## src/rtl/decoder_3to8_pkg.sv

```systemverilog
// Shared decode constants and the enable/select to one-hot helper.
// Reusable by any binary-to-one-hot decoder leaf.
package decoder_3to8_pkg;

    localparam int unsigned SEL_W = 3;
    localparam int unsigned OUT_N = 8;

    // Bit 'sel' follows 'en'; all other bits stay low.
    function automatic logic [OUT_N-1:0] decode_onehot(input logic             en,
                                                       input logic [SEL_W-1:0] sel);
        logic [OUT_N-1:0] v;
        v      = '0;
        v[sel] = en;
        return v;
    endfunction

endpackage

```

## src/rtl/decoder_3to8_core.sv

```systemverilog
// Purely combinational 3-to-8 decode of enable and select into an active-high one-hot vector.
module decoder_3to8_core
    import decoder_3to8_pkg::*;
(
    input  logic             i_en,
    input  logic [SEL_W-1:0] i_sel,
    output logic [OUT_N-1:0] o_dec
);

    assign o_dec = decode_onehot(i_en, i_sel);

endmodule

```

## src/rtl/decoder_3to8.sv

```systemverilog
// 3-to-8 decoder: core decode, optional output register with async reset, optional inversion,
// and fan-out of the vector onto the individual output pins.
module decoder_3to8
    import decoder_3to8_pkg::*;
#(
    parameter bit REG_OUT        = 1'b1,
    parameter bit OUT_ACTIVE_LOW = 1'b0
) (
    input  logic clk,
    input  logic rst,
    input  logic B0,
    input  logic B1,
    input  logic B2,
    input  logic E,
    output logic O0,
    output logic O1,
    output logic O2,
    output logic O3,
    output logic O4,
    output logic O5,
    output logic O6,
    output logic O7
);

    logic [SEL_W-1:0] w_sel;
    logic [OUT_N-1:0] w_dec;
    logic [OUT_N-1:0] w_stage;
    logic [OUT_N-1:0] w_out;

    assign w_sel = {B2, B1, B0};

    decoder_3to8_core u_core (
        .i_en  (E),
        .i_sel (w_sel),
        .o_dec (w_dec)
    );

    if (REG_OUT) begin : g_reg
        logic [OUT_N-1:0] r_dec;

        always_ff @(posedge clk or posedge rst) begin
            if (rst) begin
                r_dec <= '0;
            end else begin
                r_dec <= w_dec;
            end
        end

        assign w_stage = r_dec;
    end else begin : g_comb
        // Clock and reset have no load in bypass mode.
        logic w_unused_clk_rst;
        assign w_unused_clk_rst = clk ^ rst;
        assign w_stage          = w_dec;
    end

    // Inverting after the register also inverts the reset value to all ones.
    assign w_out = w_stage ^ {OUT_N{OUT_ACTIVE_LOW}};

    assign {O7, O6, O5, O4, O3, O2, O1, O0} = w_out;

endmodule

```

## config.mk

```make
export PLATFORM = sky130hd
export DESIGN_NAME = decoder_3to8
export DESIGN_NICKNAME = d
export VERILOG_FILES = /design/src/rtl/decoder_3to8_pkg.sv /design/src/rtl/decoder_3to8_core.sv /design/src/rtl/decoder_3to8.sv
export SDC_FILE = /design/constraint.sdc
export NUM_CORES = 1
export LEC_CHECK = 0
export ABC_AREA = 1
export ABC_CLOCK_PERIOD_IN_PS = 800
export CAP_MARGIN = 25
export CORE_AREA = 2 2 39 41
export CTS_CLUSTER_DIAMETER = 30
export DETAILED_ROUTE_END_ITERATION = 8
export DIE_AREA = 0 0 41 43
export PLACE_DENSITY = 0.49
export SYNTH_ARGS = -nofsm -noshare
export SYNTH_HDL_FRONTEND = slang
export SYNTH_HIERARCHICAL = 1
export SYNTH_SLANG_ARGS = --single-unit
```

## constraint.sdc

```tcl
create_clock -name clk -period 0.8 [get_ports clk]
set_clock_uncertainty 0.15 [all_clocks]
set_input_delay 0.12 -clock clk [delete_from_list [all_inputs] [get_ports clk]]
set_output_delay 0.12 -clock clk [all_outputs]
set_load 0.005 [all_outputs]
```

==> results of run 1 <==
==> layout by cell type (no fill, tap or decap) <==
cell / synthesis / layout
dfrtp_1: 8 / 8
buf_2: 0 / 8
nor2_1: 8 / 7
inv_1: 4 / 4
nand2_1: 6 / 4
clkbuf_4: 0 / 3
dlygate4sd2_1: 0 / 3
nand2_2: 0 / 2
dlymetal6s2s_1: 0 / 1
clkdlybuf4s50_1: 0 / 1
nor2_2: 0 / 1
==> power by group <==
group | internal (uW) | switching (uW)
Combinational | 30.2 | 37.0
Sequential | 415 | 1.81
Clock | 171 | 123
==> through the flow <==
| stage | setup TNS, ns | util | cell area [sq um] | cells | worst slack [ns] |
|---|---|---|---|---|---|
| 3_3_place_gp | -4.21 | 0.302 | 418 | 55 | -0.282 |
| 3_5_place_dp | -4.24 | 0.302 | 418 | 55 | -0.283 |
| 5_1_grt | -1.75 | 0.294 | 407 | 58 | -0.235 |
| 2_1_floorplan | 0 | - | 268 | 26 | 0.181 |
| 4_1_cts | -1.59 | 0.290 | 402 | 58 | -0.203 |
| 6_report | -1.46 | 0.294 | 407 | 58 | -0.187 |
==> routing by layer <==
layer | track usage | up-vias
li1 | - | 107
met1 | 0.0936 | 93
met2 | 0.0844 | 8
met3 | 0.0157 | 0
met4 | 0.100 | 0
met5 | 0 | -
==> how the worst max path moves through the flow <==
stage | startpoint | end | slack (ns) | cells after the start
2_1_floorplan | g_reg.r_dec[0] | O0 | 0.18 | 0
3_3_place_gp | B0 | g_reg.r_dec[0] | -0.28 | 4
3_5_place_dp | B0 | g_reg.r_dec[2] | -0.28 | 4
4_1_cts | g_reg.r_dec[6] | O6 | -0.20 | 1
5_1_grt | g_reg.r_dec[0] | O0 | -0.23 | 1
6_report | g_reg.r_dec[0] | O0 | -0.19 | 1
==> cell type report <==
type                    instances  area share
clock buffers                   3      0.0554
inverters                       4      0.0369
multi-input cells              14       0.148
flip-flops and latches          8       0.492
well taps                      16      0.0492
repair buffers                 13       0.218
==> kinds of logic after synthesis <==
| group | count (synthesis) |
|---|---|
| simple gates | 14 |
| flops | 8 |
| buf+inv | 4 |
==> what timing repair did <==
| action | CTS | global route |
|---|---|---|
| endpoints found under the setup margin | 14 | 16 |
| resized for setup | 37 | 2 |
| pin swaps | 0 | 0 |
| hold endpoints to repair | 8 | 0 |
==> run metrics, run 1 <==
Top Ports 14; Final Critical Period 0.987 ns; violated checks hold timing, setup timing; fillers 156; Syn Nets 32; Synth warnings 6; initial antenna violation count 0; Nets 50; Die X-Extent 41 um; post-detail-place hpwl between 300 and 400 um; # diodes 0; die height 43 um; DRT iter0 DRCs 1; Detail Route met3 WL 36 um; ys flop type dfrtp_1; Clock Path Buffers 2; Hold WS -0.0383 ns; Die Area 1760 sq um; Mean Syn Cell Area 10.3 sq um; Multi-input gate area between 60 and 70 sq um; RSZ-0062 raised after global routing yes; Slew HR 0.809; # setup viols final 8; first-pass GRT wire length 807 um; Synth Area in XOR/XNOR 0; Buffers on Ports 13; outcome finished with violations; Post-Synth Adder-Cell Area 0; number of global-route vias before repair 191; Mapped Area 268 sq um; post-route clock period utilization 1.23; Worst Path Arrival 0.72 ns; post-synthesis compound-gate area fraction 0; Post-Synthesis Cells 26; CTS Buf Count 3; Synth async-reset ratio 1.00; H-tree Lvls 1; grt ovf 0; vias between 200 and 250; DRC Markers 0; Top Metal Used met3; post-synthesis mux area share 0; clk root buf clkbuf_4; GPL Wtd Cong between 0.7 and 0.8; clock-pin transition on the worst setup and hold timing paths 0.05 ns; most frequent cells after synthesis 8 x dfrtp_1, 8 x nor2_1, 6 x nand2_1; layout cells sized above 1 0.333; area grow syn2layout 51.9%; post-synthesis simple-gate area fraction 0.196; biggest regs g_reg.r_dec: 8 flops; drt pass-1 iters 2; fraction of the yosys area taken by sequential cells 0.748; WS Path Type flip-flop to output port; max_cap viols 0; cell taking the most area after synthesis dfrtp_1; core footprint 1380 sq um; synth top area cells dfrtp_1 75%, nor2_1 11%, nand2_1 8.4%, inv_1 5.6%; Fmax achieved 1010 MHz; # clock sinks 8; Seq cells post-synth 8; pwr/cell area 1910 nW/um^2; CP Data Required Time 0.53 ns; highest-delay cell along the critical path dfrtp_1; Total Routing Usage GR 0.0742; most flop-heavy register g_reg.r_dec; share of the synthesized area in the top cell type 0.748; crit-path max cell delay between 0.3 and 0.4 ns; Worst Hold Class primary input to async pin; row count 14; CTS tree yes; initial core utilization 0.193; top fanout value on the critical path 1; Setup crit end kind output port; WL/cell 8.22 um; largest family of logic cells by synthesized area simple AND/OR/NAND/NOR gates; IR drop worst, VDD 0.000557 V; Leak 0.000246 uW; Post-synth EDFFs 0; crit-path leading delay family flip-flops; Largest register FFs 8; Final Hold Fails 8; Storage cell area 200 sq um; Slew @ Worst Pin 0.287 ns; fin. max-slew vios 0; routed wl met2 roughly 240 um; crit path buf inv count 1; largest net degree at the start of global routing 9; routed wire length 477 um; Final WS setup -0.187 ns; CP startpoint kind flip-flop; total power 778 uW; Metal-1 WL approximately 200 um; Routed Antenna Nets 0; via/cell ratio 3.59; CP cell instances buf_2; Post-CTS Setup Inserts 0; Synth cell types 4
No activity file was read; power rests on OpenSTA's default activity.
==> inputs of run 2 (changes only) <==
--- a/config.mk
+++ b/config.mk
@@ -6,13 +6,14 @@
 export NUM_CORES = 1
 export LEC_CHECK = 0
 export ABC_AREA = 1
-export ABC_CLOCK_PERIOD_IN_PS = 800
+export ABC_CLOCK_PERIOD_IN_PS = 1300
 export CAP_MARGIN = 25
 export CORE_AREA = 2 2 39 41
 export CTS_CLUSTER_DIAMETER = 30
+export CTS_CLUSTER_SIZE = 16
 export DETAILED_ROUTE_END_ITERATION = 8
 export DIE_AREA = 0 0 41 43
-export PLACE_DENSITY = 0.49
+export PLACE_DENSITY = 0.48
 export SYNTH_ARGS = -nofsm -noshare
 export SYNTH_HDL_FRONTEND = slang
 export SYNTH_HIERARCHICAL = 1
==> constraint.sdc (replaced) <==
create_clock -name clk -period 1.3 [get_ports clk]
set_clock_uncertainty 0.15 [all_clocks]
set_input_delay 0.195 -clock clk [delete_from_list [all_inputs] [get_ports clk]]
set_output_delay 0.195 -clock clk [all_outputs]
set_load 0.005 [all_outputs]
==> run metrics, run 2 (synthesis gave the netlist of run 1 again) <==
CP startpoint kind flip-flop; sequential power share 0.534 (-0.002); drt pass-1 iters 2 (unchanged); CTS tree yes; share of power burned in combinational logic 0.092 (+0.006); Top Ports 14 (unchanged); initial antenna violation count 0 (unchanged); Slew @ Worst Pin 0.285 ns (-0.00225 ns); total power 482 uW (-38%); Final Hold Fails 0 (-8); most frequent cells in the layout 8 x dfrtp_1, 8 x dlygate4sd2_1, 8 x nor2_1; Die X-Extent 41 um (unchanged); Post-CTS Resized 8 (-78%); top fanout value on the critical path 1 (unchanged); Slew HR 0.810 (+0.00150); Hold WS 0.0382 ns (+0.0765 ns); Leak 0.000252 uW (+2.5%); Die Area 1760 sq um (unchanged); # clock sinks 8 (unchanged); Post-CTS Setup Inserts 0 (unchanged); max_cap viols 0 (unchanged); Net Sw Frac 0.202 (-0.00548); first-pass GRT wire length 834 um (+3.3%); Routed Antenna Nets 0 (unchanged); crit-path max cell delay 0.37 ns (+0.02 ns); DRC Markers 0 (unchanged); most flop-heavy register g_reg.r_dec; Setup crit end kind output port; number of global-route vias before repair 209 (+9.4%); CP cell instances dlygate4sd2_1; fillers 157 (+0.64%); WS Path Type flip-flop to output port; clock-pin transition on the worst setup and hold timing paths 0.05 ns (about the same); Final WS setup 0.0861 ns (+0.273 ns); RSZ-0062 raised after global routing no; Buffers on Ports 13 (unchanged); outcome finished clean; Clock Power Share 0.374 (-0.003); # diodes 0 (unchanged); grt ovf 0 (unchanged); TNS Setup 0 ns (+1.46 ns); core footprint 1380 sq um (unchanged); crit-path leading delay family flip-flops; # setup viols final 0 (-8); Total Routing Usage GR 0.0811 (+0.00687); Largest register FFs 8 (unchanged); Fmax achieved approximately 800 MHz; biggest regs g_reg.r_dec: 8 flops; GPL Wtd Cong 0.743 (+3.0%); largest net degree at the start of global routing 9 (unchanged); Worst Hold Class primary input to async pin; Multi-input gate area 52.6 sq um (-12%); fin cells 58 (unchanged); post-detail-place hpwl 389 um (+6.0%); Storage cell area 200 sq um (unchanged); Post-CTS Hold Buffers 0; DRT iter0 DRCs 2 (+1); row count 14 (unchanged); post-route clock period utilization 0.934; Clock Path Buffers 2 (unchanged); die height 43 um (unchanged); Pint 384 uW (-38%); initial core utilization 0.193 (unchanged); layout cells sized above 1 0.0714 (-0.262); area grow syn2layout 60.7%; CP Depth 1 (unchanged); clk root buf clkbuf_4; highest-delay cell along the critical path dfrtp_1; pwr/cell area 1120 nW/um^2 (-42%); pre-CTS setup slack 0.134 ns (+0.417 ns); routed wire length 469 um (-1.7%); H-tree Lvls 1 (unchanged); CP Data Required Time 0.95 ns (+0.42 ns); fin. max-slew vios 0 (unchanged); via/cell ratio 3.71 (+3.4%); CTS Buf Count 3 (unchanged); IR drop worst, VDD 0.000282 V (-49%); Final Critical Period 1.21 ns; WL/cell 8.09 um (-1.7%); crit path buf inv count 1 (unchanged); post-placement cell count 55 (unchanged); Nets 50 (unchanged); vias 215 (+3.4%); Worst Path Arrival 0.87 ns (+0.15 ns); Psw 97.5 uW (-40%)
-- run 2: final timing paths --
kind	slack (ns)	end	start
worst min-delay path	0.04	g_reg.r_dec[7]	rst
worst max-delay path	0.09	O1	g_reg.r_dec[1]
min in group clk	0.42	g_reg.r_dec[3]	B1
max in group asynchronous	0.74	g_reg.r_dec[2]	rst
-- run 2: power groups by stage --
stage	sequential [uW]	clock, uW	combinational (uW)
2_1_floorplan	262	0	15.7
3_3_place_gp	261	0	49.1
3_5_place_dp	262	0	49.5
4_1_cts	257	191	45.2
5_1_grt	257	209	51.5
6_report	257	180	44.4
-- run 2: per-stage QoR --
step / util / cell area [sq um]
final: 0.311 / 430
after floorplan: - / 268
after global placement: 0.302 / 418
after global routing: 0.311 / 430
after CTS: 0.311 / 430
after detailed placement: 0.302 / 418
-- run 2: layout make-up --
| type | instances | share of cell area |
|---|---|---|
| clock buffers | 3 | 0.0523 |
| inverters | 4 | 0.0349 |
| multi-input cells | 14 | 0.122 |
| flip-flops and latches | 8 | 0.465 |
| well taps | 16 | 0.0465 |
| repair buffers | 13 | 0.279 |
-- run 2: routing by layer --
layer  up-vias  global-route usage  wire length (um)
li1        106                   -                 -
met1        94              0.0828               195
met3         2              0.0314                47
met4         0               0.120                 7
met5         -                   0                 0
met2        13              0.0969               218
